==> config.mk <==
export PLATFORM = sky130hd
export DESIGN_NAME = backtrack_ctrl_flat
export DESIGN_NICKNAME = d
export VERILOG_FILES = /design/src/rtl/solver_pkg.sv /design/src/rtl/backtrack_ctrl_if.sv /design/src/rtl/backtrack_ctrl.sv /design/src/flat_wrapper.sv
export SDC_FILE = /design/constraint.sdc
export NUM_CORES = 1
export LEC_CHECK = 0
export BUFFER_PORTS_ARGS = -buffer_cell sky130_fd_sc_hd__buf_2
export CAP_MARGIN = 10
export CORE_MARGIN = 5
export CORE_UTILIZATION = 30
export DETAILED_ROUTE_END_ITERATION = 12
export PLACE_DENSITY = 0.61
export SLEW_MARGIN = 20
export SYNTH_ARGS = -nofsm -noshare
export SYNTH_HDL_FRONTEND = slang
export SYNTH_SLANG_ARGS = --single-unit
==> constraint.sdc <==
create_clock -name clk -period 4.95 [get_ports clk]
set_clock_uncertainty 0.05 [all_clocks]
set_input_delay 1.2375 -clock clk [delete_from_list [all_inputs] [get_ports clk]]
set_output_delay 1.2375 -clock clk [all_outputs]
set_load 0.01 [all_outputs]
==> src/rtl/solver_pkg.sv <==
// Shared DPLL solver types: variable state encoding, trace entry types and
// the backtrack controller state set.
package solver_pkg;

  localparam int VAR_W_DEFAULT = 9;

  typedef enum logic [1:0] {
    VS_UNASSIGNED = 2'b00,
    VS_FALSE      = 2'b01,
    VS_TRUE       = 2'b10
  } var_state_t;

  localparam logic TT_DECISION = 1'b0;
  localparam logic TT_FORCED   = 1'b1;

  typedef enum logic [2:0] {
    IDLE  = 3'd0,
    CHECK = 3'd1,
    FLIP  = 3'd2,
    DONE  = 3'd3,
    UNSAT = 3'd4
  } bt_state_t;

endpackage

==> src/rtl/backtrack_ctrl_if.sv <==
// Trace table access bus: top-of-stack view plus push/pop strobes.
interface backtrack_ctrl_if #(
  parameter int VAR_W = 9
);
  logic             tt_empty;
  logic             tt_type_out;
  logic             tt_val_out;
  logic [VAR_W-1:0] tt_variable_out;
  logic             tt_push;
  logic             tt_pop;
  logic             tt_t_type;
  logic             tt_val;
  logic [VAR_W-1:0] tt_variable;

  // Controller side: drives strobes and the pushed entry, observes the top entry.
  modport master (
    input  tt_empty, tt_type_out, tt_val_out, tt_variable_out,
    output tt_push, tt_pop, tt_t_type, tt_val, tt_variable
  );

  // Trace table side.
  modport slave (
    output tt_empty, tt_type_out, tt_val_out, tt_variable_out,
    input  tt_push, tt_pop, tt_t_type, tt_val, tt_variable
  );
endinterface

==> src/rtl/backtrack_ctrl.sv <==
// Backtrack controller: on a conflict, unwinds forced trace entries
// (unassigning their variables) down to the latest decision, then re-pushes
// that decision as a forced entry with the opposite value. An empty trace
// with no decision left means the formula is unsatisfiable.
module backtrack_ctrl
  import solver_pkg::*;
#(
  parameter int VAR_W = VAR_W_DEFAULT,
  parameter int CNT_W = 10
) (
  input  logic              clk,
  input  logic              reset,
  input  logic              conflict,
  backtrack_ctrl_if.master  tt,
  output logic              var_wr_en,
  output logic [VAR_W-1:0]  var_wr_idx,
  output var_state_t        var_wr_val,
  output logic              busy,
  output logic              bt_done,
  output logic              unsat,
  output logic [CNT_W-1:0]  undone_cnt
);

  bt_state_t        state_r;
  logic [VAR_W-1:0] flip_var_r;
  logic             flip_val_r;
  logic [CNT_W-1:0] cnt_r;

  assign busy       = (state_r != IDLE) && (state_r != UNSAT);
  assign bt_done    = (state_r == DONE);
  assign unsat      = (state_r == UNSAT);
  assign undone_cnt = cnt_r;

  // Strobes and write port decoded from state and the current top entry.
  always_comb begin
    tt.tt_push     = 1'b0;
    tt.tt_pop      = 1'b0;
    tt.tt_t_type   = 1'b0;
    tt.tt_val      = 1'b0;
    tt.tt_variable = {VAR_W{1'b0}};
    var_wr_en      = 1'b0;
    var_wr_idx     = {VAR_W{1'b0}};
    var_wr_val     = VS_UNASSIGNED;
    case (state_r)
      CHECK: begin
        if (!tt.tt_empty) begin
          tt.tt_pop = 1'b1;
          if (tt.tt_type_out == TT_FORCED) begin
            var_wr_en  = 1'b1;
            var_wr_idx = tt.tt_variable_out;
            var_wr_val = VS_UNASSIGNED;
          end else begin
            var_wr_en  = 1'b0;
          end
        end else begin
          tt.tt_pop = 1'b0;
        end
      end
      FLIP: begin
        tt.tt_push     = 1'b1;
        tt.tt_t_type   = TT_FORCED;
        tt.tt_val      = flip_val_r;
        tt.tt_variable = flip_var_r;
        var_wr_en      = 1'b1;
        var_wr_idx     = flip_var_r;
        var_wr_val     = flip_val_r ? VS_TRUE : VS_FALSE;
      end
      default: begin
        tt.tt_push = 1'b0;
      end
    endcase
  end

  // State sequencing, decision latch and saturating undone-entry counter.
  always_ff @(posedge clk) begin
    if (reset) begin
      state_r    <= IDLE;
      flip_var_r <= {VAR_W{1'b0}};
      flip_val_r <= 1'b0;
      cnt_r      <= {CNT_W{1'b0}};
    end else begin
      case (state_r)
        IDLE: begin
          if (conflict) begin
            state_r <= CHECK;
            cnt_r   <= {CNT_W{1'b0}};
          end
        end
        CHECK: begin
          if (tt.tt_empty) begin
            state_r <= UNSAT;
          end else begin
            if (cnt_r != {CNT_W{1'b1}}) begin
              cnt_r <= cnt_r + {{(CNT_W-1){1'b0}}, 1'b1};
            end
            if (tt.tt_type_out == TT_DECISION) begin
              flip_var_r <= tt.tt_variable_out;
              flip_val_r <= ~tt.tt_val_out;
              state_r    <= FLIP;
            end
          end
        end
        FLIP:    state_r <= DONE;
        DONE:    state_r <= IDLE;
        UNSAT:   state_r <= UNSAT;
        default: state_r <= IDLE;
      endcase
    end
  end

endmodule

==> src/flat_wrapper.sv <==
// flat-port wrapper written by rule: the top's interface ports become plain ports
module backtrack_ctrl_flat import solver_pkg::*;
#(
  parameter int VAR_W = VAR_W_DEFAULT,
  parameter int CNT_W = 10
)
  (clk, reset, conflict, var_wr_en, var_wr_idx, var_wr_val, busy, bt_done, unsat, undone_cnt, tt_tt_empty, tt_tt_type_out, tt_tt_val_out, tt_tt_variable_out, tt_tt_push, tt_tt_pop, tt_tt_t_type, tt_tt_val, tt_tt_variable);
  backtrack_ctrl_if #(.VAR_W(VAR_W)) tt_i ();
  input  logic clk;
  input  logic reset;
  input  logic conflict;
  output logic var_wr_en;
  output logic [VAR_W-1:0] var_wr_idx;
  output var_state_t var_wr_val;
  output logic busy;
  output logic bt_done;
  output logic unsat;
  output logic [CNT_W-1:0] undone_cnt;
  input wire logic [$bits(tt_i.tt_empty)-1:0] tt_tt_empty;
  input wire logic [$bits(tt_i.tt_type_out)-1:0] tt_tt_type_out;
  input wire logic [$bits(tt_i.tt_val_out)-1:0] tt_tt_val_out;
  input wire logic [$bits(tt_i.tt_variable_out)-1:0] tt_tt_variable_out;
  output wire logic [$bits(tt_i.tt_push)-1:0] tt_tt_push;
  output wire logic [$bits(tt_i.tt_pop)-1:0] tt_tt_pop;
  output wire logic [$bits(tt_i.tt_t_type)-1:0] tt_tt_t_type;
  output wire logic [$bits(tt_i.tt_val)-1:0] tt_tt_val;
  output wire logic [$bits(tt_i.tt_variable)-1:0] tt_tt_variable;
  assign tt_i.tt_empty = tt_tt_empty;
  assign tt_i.tt_type_out = tt_tt_type_out;
  assign tt_i.tt_val_out = tt_tt_val_out;
  assign tt_i.tt_variable_out = tt_tt_variable_out;
  assign tt_tt_push = tt_i.tt_push;
  assign tt_tt_pop = tt_i.tt_pop;
  assign tt_tt_t_type = tt_i.tt_t_type;
  assign tt_tt_val = tt_i.tt_val;
  assign tt_tt_variable = tt_i.tt_variable;
  backtrack_ctrl #(.VAR_W(VAR_W), .CNT_W(CNT_W)) u_core (.clk(clk), .reset(reset), .conflict(conflict), .tt(tt_i), .var_wr_en(var_wr_en), .var_wr_idx(var_wr_idx), .var_wr_val(var_wr_val), .busy(busy), .bt_done(bt_done), .unsat(unsat), .undone_cnt(undone_cnt));
endmodule
[Word-level counts from Yosys, hierarchy flattened]
Index checks and enable logic that the tools add are counted.
Operators by class
  eq/ne operators: 10
  divide/modulo/power cells: 0
  bitwise operators: 3
  reductions and logical operators: 7
  add/sub/neg operators: 1
  shifts and indexed selects: 0
  order comparisons: 0
  multiply operators: 0
  mux-type cells: 21
Operators by type and width (number)
  $mux W10: 3
  $mux W9: 3
  $pmux W10 S2: 1
  $pmux W9 S2: 1
  $pmux W3 S4: 1
  $add A10 B1 Y10 const B: 1
  $ne A10 B10 Y1 const B: 1
  $mux W3: 3
  $eq A3 B2 Y1 const B: 2
  $mux W1: 6
  $ne A3 B3 Y1 const B: 2
  $mux W2: 2
  $ne A2 B2 Y1 const B: 2
  $reduce_and A4 Y1: 1
  $eq A3 B1 Y1 const B: 1
  $eq A3 B3 Y1 const B: 1
  $logic_not A3 Y1: 1
  $not A1 Y1: 3
  $reduce_and A3 Y1: 1
  $reduce_bool A3 Y1: 1
  $ne A2 B1 Y1 const B: 1
  $pmux W1 S2: 1
  $reduce_and A2 Y1: 1
  $reduce_bool A2 Y1: 1
  $logic_and A1 B1 Y1: 1
Storage, ports and cells
  memories kept: 0
  bits in writable memories: 0
  logic and storage cells: 46
  register bits after elaboration: 23
  latch bits: 0
  memory bits (read-only): 0
  input port bits: 15
  output and inout bits: 38

[Depth between registers and ports, before layout]
Gate-level depths: netlist of the first run.
  word-level depth: 4
  gate-level depth with buffers: 6
  mapped depth without buffers: 5

[Least setup slack after synthesis of the first run]
OpenSTA, ideal clock, no wires.
  kind: input -> output
  start point: input port tt_tt_empty
  end point: output port var_wr_idx[0]
  required time: 3.663 ns
  slack: 1.405 ns
  path buffers: 1
  data arrival time: 2.258 ns
  stages on the path: 4
  path through: nor4b_4 and2_1 clkbuf_1 a21o_1
Between the ends
  cells in the longest elaborated chain, start to end: 2
Ends and longest elaborated chain
  start, declared: RTL line flat_wrapper.sv:19  | input wire logic [$bits(tt_i.tt_empty)-1:0] tt_tt_empty;
  $mux W9: RTL line backtrack_ctrl.sv:46  | if (!tt.tt_empty) begin
  $pmux W9 S2: RTL line backtrack_ctrl.sv:44  | case (state_r)
  end, declared: RTL line flat_wrapper.sv:13  | output logic [VAR_W-1:0] var_wr_idx;
No other way between the ends.

[Worst setup path after layout of the first run]
  start point: input port tt_tt_empty
  end point: output port var_wr_idx[6]
Same word-level chain as after synthesis.

==> impl_metrics.env, run 1 <==
export IMPL_wl_per_cell_um=13.0
export IMPL_crit_required_ns=3.66
export IMPL_finalCritPeriodShare=0.758
export IMPL_cts_buffers=3
export IMPL_holdPathStages=2
export IMPL_hold_slack_ns=0.443
export IMPL_syn_avg_cell_area_um2=8.61
export IMPL_powerDensity_nw_per_um2=235
export IMPL_critPathMaxStageDelay_ns=0.40
export IMPL_slew_headroom=0.625
export IMPL_post_route_util=0.389
export IMPL_io_buffers=52
export IMPL_grt_max_degree=25
export IMPL_clkPwrFrac=0.320
export IMPL_ant_nets=0
export IMPL_reg2reg_to="u_core.undone_cnt[2]"
export IMPL_netlist_area_um2=1260
export IMPL_rsz0062_at_grt="no"
export IMPL_dp_final_hpwl_mm=2.33
export IMPL_tightestPinTransition_ns=0.558
export IMPL_regToRegSetupSlack_ns=2.84
export IMPL_worstSetupStartpoint="tt_tt_empty"
export IMPL_layout_commonest_cell="buf_2"
export IMPL_grtUsageTotal=0.120
export IMPL_rows=23
export IMPL_grt_pass1_vias=1188
export IMPL_start_util=0.312
export IMPL_synth_fp_nets=162
export IMPL_die_h_um=74.7
export IMPL_dp_cells=238
export IMPL_synthCells=146
export IMPL_intPower_mw=0.271
export IMPL_synthFlopType="dfxtp_1"
export IMPL_post_cts_resized=0
export IMPL_async_reset_ff_frac=0
export IMPL_coreArea_um2=4030
export IMPL_grt_first_pass_wirelength_mm=5.37
export IMPL_drive_above_1_share=0.318
export IMPL_startpoint_type="primary input"
export IMPL_dr_pass1_iters=4
export IMPL_stdcell_area_um2=1570
export IMPL_stdcell_count=242
export IMPL_cts_setup_buffers=0
export IMPL_grt_overflow=0
export IMPL_clk_pin_slew_ns=0.08
export IMPL_die_area_um2=5590
export IMPL_insertedDiodeCount=0
export IMPL_sequentialPowerShare=0.534
export IMPL_status="finished, final reports clean"
export IMPL_leakage_nw=0.770
export IMPL_crit_type="primary input to primary output"
export IMPL_ys_seq_area_frac=0.366
export IMPL_final_max_slew_viol_count=0
export IMPL_drc=0
export IMPL_place_area_um2=1520
export IMPL_clkSinkCount=23
export IMPL_cts_max_level=1
export IMPL_hold_buffers=0
export IMPL_combPwrFrac=0.146
export IMPL_ys_ff_latch=23
export IMPL_hold_viol_final=0
export IMPL_path_cells="buf_2 -> nor4b_4 -> and2_1 -> a21o_1 -> buf_2"
export IMPL_hold_end="u_core.flip_var_r[8]"
export IMPL_ir_drop_uv=120
export IMPL_setup_viol_count_final=0
export IMPL_worst_setup_path_end_kind="primary output"
export IMPL_grt_antenna_before_repair=0
export IMPL_setup_tns_ns=0
export IMPL_die_x_um=74.7
export IMPL_period_minus_slack_ns=3.75
export IMPL_power_switching_mw=0.0978
export IMPL_max_cap_violations=0
export IMPL_routed_wl_mm=3.15
export IMPL_report_power_total_mw=0.368
export IMPL_num_vias=1227
export IMPL_worst_path_max_fanout=10
export IMPL_min_path_type="flip-flop to flip-flop"
export IMPL_rr_worst_depth=5
export IMPL_ios=53
export IMPL_clock_path_buffers=2
export IMPL_nets=209
export IMPL_timing_fmax_mhz=267
export IMPL_fin_ws_ns=1.20
export IMPL_pre_cts_ws_ns=1.17
export IMPL_clk_latency_ns=0.26
export IMPL_hold_start="u_core.flip_var_r[8]"
export IMPL_sw_frac_of_total=0.265
export IMPL_r2r_start="u_core.undone_cnt[0]"
export IMPL_cp_common_cell="buf_2"
export IMPL_initialDrtViolationCount=76
export IMPL_synth_edff_count=0
export IMPL_cpMaxStageDelayCell="nor4b_4"
export IMPL_synth_distinct_cells=39
export IMPL_arrival_ns=2.46
export IMPL_syn2layout_area_growth_pct=24.8
export IMPL_viasPerCell=5.07
export IMPL_final_cell_mix="52 x buf_2, 23 x dfxtp_1, 17 x nor2_1, 11 x and2_1"
export IMPL_place_congestion=0.723
export IMPL_cts_tree="yes"
export IMPL_cts_root_buf="clkbuf_8"
export IMPL_ys_warn_count=0
==> cell type report <==
cell class,instances,area (µm²)
sequential,23,460
tap,50,62.6
multi-input combinational,110,726
timing repair buffer,53,268
clock buffer,4,45.0
fill,435,2460
inverter,2,7.51
==> registers in the layout (all words and copies together), names as in the netlist <==
register / count
u_core.flip_val_r: 1
u_core.undone_cnt: 10
u_core.flip_var_r: 9
u_core.state_r: 3
==> cell usage after synthesis (2+ instances only) <==
| master | number | area (µm²) |
|---|---|---|
| a311oi_1 | 5 | 43.8 |
| a2111oi_0 | 2 | 17.5 |
| nor2_1 | 17 | 63.8 |
| or2_2 | 2 | 12.5 |
| nand2_1 | 7 | 26.3 |
| nor3b_1 | 2 | 15.0 |
| o21ai_1 | 2 | 10.0 |
| nand3_1 | 4 | 20.0 |
| a21oi_1 | 5 | 25.0 |
| inv_1 | 2 | 7.51 |
| nor2b_1 | 3 | 18.8 |
| nand2b_1 | 2 | 12.5 |
| o21ai_0 | 4 | 20.0 |
| buf_2 | 2 | 10.0 |
| dfxtp_1 | 23 | 460 |
| a211oi_1 | 3 | 22.5 |
| mux2i_1 | 9 | 90.1 |
| nor3_1 | 3 | 15.0 |
| and2_1 | 11 | 68.8 |
| clkbuf_1 | 4 | 15.0 |
| buf_4 | 3 | 22.5 |
| a41oi_1 | 2 | 17.5 |
| a31oi_1 | 2 | 12.5 |
| a21o_1 | 9 | 67.6 |
| nand4_1 | 2 | 12.5 |
| and3_1 | 3 | 18.8 |
==> per-layer routing <==
layer  track usage  up-vias  wire length, µm
met3        0.0401        2              283
met2         0.188       47             1360
met1         0.165      558             1490
met5             0        -                0
li1              -      620                -
met4        0.0178        0               19
==> worst max path at each step <==
stage / end / slack, ns / depth (start not counted)
2_1_floorplan: var_wr_idx[0] / 1.40 / 4
3_3_place_gp: var_wr_en / 1.20 / 5
3_5_place_dp: var_wr_idx[6] / 1.17 / 5
4_1_cts: var_wr_idx[6] / 1.17 / 5
5_1_grt: var_wr_idx[6] / 1.08 / 5
6_report: var_wr_idx[6] / 1.20 / 5
==> power by group through the flow <==
stage | logic [mW] | registers (mW) | clock network (mW)
5_1_grt | 0.0611 | 0.198 | 0.130
6_report | 0.0539 | 0.197 | 0.118
4_1_cts | 0.0549 | 0.197 | 0.124
2_1_floorplan | 0.0399 | 0.197 | 0
3_5_place_dp | 0.0547 | 0.201 | 0
3_3_place_gp | 0.0546 | 0.201 | 0
==> kinds of logic after synthesis <==
family          count (synthesis)  synth area share
fa+ha+maj                       1           0.00995
flops                          23             0.366
mux                             9            0.0716
compound gates                 37             0.209
simple gates                   63             0.287
buf+inv                        13            0.0567
==> worst max-delay path, delay by kind of cell <==
family                 cells  cell delay, ns
AOI/OAI and AO/OA          1            0.17
buffers and inverters      2            0.25
and+or+nand+nor            2            0.80
(Power assumes the default switching activity.)
==> run 2, diff against run 1 <==
clock period = 3.65 ns   (was 4.95 ns; I/O delays follow)
==> run 2 against run 1 <==
Compared with the run above:
- final area rose by 0.48%
- die area did not move
- via count fell by 1.6%
- critical path type unchanged
==> impl_metrics.env, run 2 (synthesis gave the netlist of run 1 again) <==
export IMPL_crit_required_ns=2.69
export IMPL_hold_viol_final=0
export IMPL_setup_tns_ns=0
export IMPL_nets=210
export IMPL_fin_ws_ns=0.631
export IMPL_die_area_um2=5590
export IMPL_report_power_total_mw=0.500
export IMPL_io_buffers=52
export IMPL_stdcell_area_um2=1580
export IMPL_post_cts_resized=0
export IMPL_final_cell_mix="52 x buf_2, 23 x dfxtp_1, 17 x nor2_1, 11 x and2_1"
export IMPL_drive_above_1_share=0.321
export IMPL_cts_max_level=1
export IMPL_cpMaxStageDelayCell="and2_1"
export IMPL_die_x_um=74.7
export IMPL_rsz0062_at_grt="no"
export IMPL_dp_final_hpwl_mm=2.29
export IMPL_path_cells="buf_2 -> nor4b_4 -> buf_4 -> and2_1 -> or2_2 -> buf_2"
export IMPL_grtUsageTotal=0.114
export IMPL_post_route_util=0.391
export IMPL_worst_setup_path_end_kind="primary output"
export IMPL_syn2layout_area_growth_pct=25.4
export IMPL_start_util=0.312
export IMPL_cts_root_buf="clkbuf_8"
export IMPL_period_minus_slack_ns=3.02
export IMPL_pre_cts_ws_ns=0.619
export IMPL_worst_path_max_fanout=10
export IMPL_arrival_ns=2.06
export IMPL_coreArea_um2=4030
export IMPL_viasPerCell=4.97
export IMPL_cts_tree="yes"
export IMPL_ir_drop_uv=250
export IMPL_grt_pass1_vias=1104
export IMPL_grt_overflow=0
export IMPL_critPathMaxStageDelay_ns=0.34
export IMPL_place_area_um2=1530
export IMPL_initialDrtViolationCount=75
export IMPL_clkSinkCount=23
export IMPL_dr_pass1_iters=4
export IMPL_setup_viol_count_final=0
export IMPL_powerDensity_nw_per_um2=317
export IMPL_die_h_um=74.7
export IMPL_drc=0
export IMPL_finalCritPeriodShare=0.827
export IMPL_routed_wl_mm=3.13
export IMPL_min_path_type="flip-flop to flip-flop"
export IMPL_status="finished, final reports clean"
export IMPL_clk_latency_ns=0.26
export IMPL_crit_type="primary input to primary output"
export IMPL_num_vias=1207
export IMPL_dp_cells=239
export IMPL_cts_buffers=3
export IMPL_timing_fmax_mhz=331
export IMPL_ant_nets=0
export IMPL_largest_register_ffs=10
export IMPL_layout_commonest_cell="buf_2"
export IMPL_timing_critical_path_buf_inv=3
export IMPL_ios=53
export IMPL_hold_slack_ns=0.445
export IMPL_rows=23
export IMPL_clock_path_buffers=2
export IMPL_stdcell_count=243
export IMPL_grt_antenna_before_repair=0
export IMPL_final_max_slew_viol_count=0
export IMPL_cp_common_cell="buf_2"
export IMPL_hold_buffers=0
export IMPL_wl_per_cell_um=12.9
export IMPL_insertedDiodeCount=0
export IMPL_place_congestion=0.740
export IMPL_max_cap_violations=0
export IMPL_critPathTopFamily="simple AND/OR/NAND/NOR gates"
export IMPL_tightestPinTransition_ns=0.631
export IMPL_clk_pin_slew_ns=0.08
export IMPL_slew_headroom=0.576
export IMPL_grt_first_pass_wirelength_mm=5.08
export IMPL_cts_setup_buffers=0
export IMPL_leakage_nw=0.776
export IMPL_startpoint_type="primary input"
export IMPL_grt_max_degree=25
## run 2: layout make-up
| type | count | area, µm² |
|---|---|---|
| Timing Repair Buffer | 54 | 275 |
| Fill cell | 417 | 2450 |
| Inverter | 2 | 7.51 |
| Clock buffer | 4 | 45.0 |
| Sequential cell | 23 | 460 |
| Tap cell | 50 | 62.6 |
| Multi-Input combinational cell | 110 | 726 |
## run 2: per-layer routing
layer	track usage	share of wire	vias up
li1	-	-	625
met1	0.168	0.51	537
met2	0.162	0.41	43
met3	0.0334	0.080	2
met4	0.0277	0.0061	0
met5	0	0	-
## run 2: path summary, 6_finish.rpt
| path | start | endpoint | slack [ns] | cells after the start |
|---|---|---|---|---|
| setup reg to reg | u_core.undone_cnt[0] | u_core.undone_cnt[4] | 1.50 | 5 |
| hold reg to reg | u_core.flip_var_r[4] | u_core.flip_var_r[4] | 0.44 | 2 |
| setup / recovery | tt_tt_empty | var_wr_en | 0.63 | 6 |
| hold / removal | u_core.flip_var_r[4] | u_core.flip_var_r[4] | 0.44 | 2 |
## run 2: power by group
part	internal [mW]	switching [mW]	leakage [nW]	total, mW
registers	0.257	0.00914	0.186	0.266
clock network	0.0778	0.0803	0.0228	0.158
logic	0.0326	0.0423	0.567	0.0750
total	0.368	0.132	0.776	0.500
## run 2: tightest hold or removal path, stage by stage, from the launching register on
cell and delay, ns:
dfxtp_1 0.33, mux2i_1 0.06, nor2_1 0.07
==> run 3, diff against run 2 <==
ABC_AREA = 1   (was unset)
PLACE_DENSITY = 0.62   (was 0.61)
clock period = 2.5 ns   (was 3.65 ns; I/O delays follow)
==> run 3 against run 2 <==
Compared with the run above:
- clock-buffer cell count decreased by 1
- sequential share of layout area down 2.5 points
- final cell count is 33% higher
- final area grew 9.5%
- largest power group unchanged
- hold slack got worse by 0.016 ns
- synthesized cell count is 53% higher
- critical path depth down 2
- non-clock buffer count decreased by 2
- area after synthesis increased by 12%
==> impl_metrics.env, run 3 <==
export IMPL_synthFlopType="dfxtp_1"
export IMPL_start_util=0.303
export IMPL_io_buffers=52
export IMPL_synth_largest_area_cell="dfxtp_1"
export IMPL_ys_ff_latch=23
export IMPL_die_x_um=78.6
export IMPL_synthTopCellsByArea="dfxtp_1 33%, nand2_1 12%, nor2_1 9.6%"
export IMPL_final_seq_area_um2=460
export IMPL_ys_seq_area_frac=0.326
export IMPL_synthMuxAreaShare=0
export IMPL_clkSinkCount=23
export IMPL_ys_top_cells_by_count="46 x nand2_1, 36 x nor2_1, 30 x inv_1, 23 x dfxtp_1, 22 x o21ai_0"
export IMPL_cpMaxStageDelayCell="dfxtp_1"
export IMPL_dp_cells=320
export IMPL_synth_distinct_cells=25
export IMPL_cts_tree="yes"
export IMPL_async_reset_ff_frac=0
export IMPL_tightestPinTransition_ns=0.586
export IMPL_viasPerCell=4.51
export IMPL_drive_above_1_share=0.296
export IMPL_synthCells=223
export IMPL_cts_root_buf="clkbuf_8"
export IMPL_crit_type="flip-flop to primary output"
export IMPL_dr_pass1_iters=4
export IMPL_clk_latency_ns=0.27
export IMPL_coreArea_um2=4660
export IMPL_post_cts_resized=0
export IMPL_critPathMaxStageDelay_ns=0.36
export IMPL_grt_overflow=0
export IMPL_worst_setup_path_end_kind="primary output"
export IMPL_ios=53
export IMPL_post_synth_top_count_cell="nand2_1"
export IMPL_setup_viol_count_final=0
export IMPL_synth_fp_nets=239
export IMPL_layout_commonest_cell="buf_2"
export IMPL_die_h_um=78.6
export IMPL_ys_warn_count=0
export IMPL_num_vias=1460
export IMPL_wl_per_cell_um=10.9
export IMPL_leakage_nw=0.859
export IMPL_grt_pass1_vias=1368
export IMPL_rsz0062_at_grt="no"
export IMPL_powerDensity_nw_per_um2=561
export IMPL_syn2layout_area_growth_pct=22.2
export IMPL_regToRegSetupSlack_ns=0.75
export IMPL_cts_setup_buffers=0
export IMPL_cts_buffers=3
export IMPL_stdcell_area_um2=1730
export IMPL_multi_input_area_um2=751
export IMPL_grtUsageTotal=0.122
export IMPL_routed_wl_mm=3.55
export IMPL_clock_path_buffers=2
export IMPL_period_minus_slack_ns=2.27
export IMPL_grt_antenna_before_repair=0
export IMPL_cts_max_level=1
export IMPL_die_area_um2=6180
export IMPL_ir_drop_uv=228
export IMPL_report_power_total_mw=0.969
export IMPL_grt_max_degree=23
export IMPL_ant_nets=0
export IMPL_place_area_um2=1680
export IMPL_hold_buffers=0
export IMPL_slew_headroom=0.609
export IMPL_fillers=493
export IMPL_synth_compound_gate_area_share=0.146
export IMPL_hold_viol_final=0
export IMPL_synth_edff_count=0
export IMPL_min_path_type="flip-flop to flip-flop"
export IMPL_crit_required_ns=1.82
export IMPL_final_max_slew_viol_count=0
export IMPL_status="finished, final reports clean"
export IMPL_syn_avg_cell_area_um2=6.33
export IMPL_path_cells="nor2_1 -> nand2_1 -> o21ai_0 -> buf_2"
export IMPL_arrival_ns=1.60
export IMPL_initialDrtViolationCount=69
export IMPL_synthAdderAreaFrac=0.00886
export IMPL_synth_top_area_share=0.326
export IMPL_setup_tns_ns=0
export IMPL_finalCritPeriodShare=0.909
export IMPL_timing_fmax_mhz=440
export IMPL_netlist_area_um2=1410
export IMPL_final_cell_mix="52 x buf_2, 46 x nand2_1, 36 x nor2_1, 30 x inv_1, 23 x dfxtp_1"
export IMPL_stdcell_count=324
export IMPL_synthSimpleGateAreaFrac=0.376
export IMPL_startpoint_type="flip-flop"
export IMPL_insertedDiodeCount=0
export IMPL_max_cap_violations=0
export IMPL_synth_xor_area_frac=0
export IMPL_rows=25
export IMPL_worst_path_max_fanout=22
export IMPL_drc=0
export IMPL_clk_pin_slew_ns=0.09
export IMPL_dp_final_hpwl_mm=2.64
export IMPL_synth_top_family_by_area="simple AND/OR/NAND/NOR gates"
export IMPL_largest_register_ffs=10
export IMPL_grt_first_pass_wirelength_mm=6.15
export IMPL_nets=287
export IMPL_place_congestion=0.795
[run 3: critical path: cells and delay by family (launching register included)]
kind	cells	cell delay, ns
AO/OA/AOI/OAI	1	0.29
buffers and inverters	1	0.16
flip-flops	1	0.36
AND/OR/NAND/NOR	2	0.51
[run 3: worst paths after layout]
kind | depth (start not counted) | to | from
max reg2reg | 10 | u_core.undone_cnt[0] | u_core.undone_cnt[0]
max | 4 | var_wr_idx[7] | u_core.state_r[0]
min reg2reg | 2 | u_core.flip_var_r[8] | u_core.flip_var_r[8]
min | 2 | u_core.flip_var_r[8] | u_core.flip_var_r[8]
[run 3: metal layers]
layer	routed length, µm	GRT usage
met1	1670	0.156
met2	1550	0.197
met3	302	0.0401
met4	22	0.0315
met5	0	0
[run 3: final cells by class]
type	instances	area share
Clock buffer	3	0.0239
Clock inverter	1	0.00435
Inverter	36	0.0804
Multi-Input combinational cell	155	0.435
Sequential cell	23	0.267
Tap cell	54	0.0391
Timing Repair Buffer	52	0.151
[run 3: kinds of logic (layout without fill, tap and decap cells)]
| kind of cell | count (synthesis) | count (layout) |
|---|---|---|
| adders and majority gates | 1 | 1 |
| AOI/OAI and AO/OA | 40 | 40 |
| buffers and inverters | 45 | 92 |
| and+or+nand+nor | 114 | 114 |
| DFF | 23 | 23 |
[run 3: report_power, final]
| group | leakage, nW | switching (mW) | internal [mW] |
|---|---|---|---|
| Combinational | 0.650 | 0.192 | 0.103 |
| Sequential | 0.187 | 0.0290 | 0.399 |
| Clock | 0.0217 | 0.134 | 0.113 |
[run 3: through the flow]
step                      hold slack, ns   util  worst slack (ns)
after floorplan                    0.394      -             0.689
after global placement             0.417  0.360             0.367
after detailed placement           0.422  0.360             0.343
after CTS                          0.435  0.370             0.193
after global routing               0.454  0.370            0.0227
final                              0.428  0.370             0.229
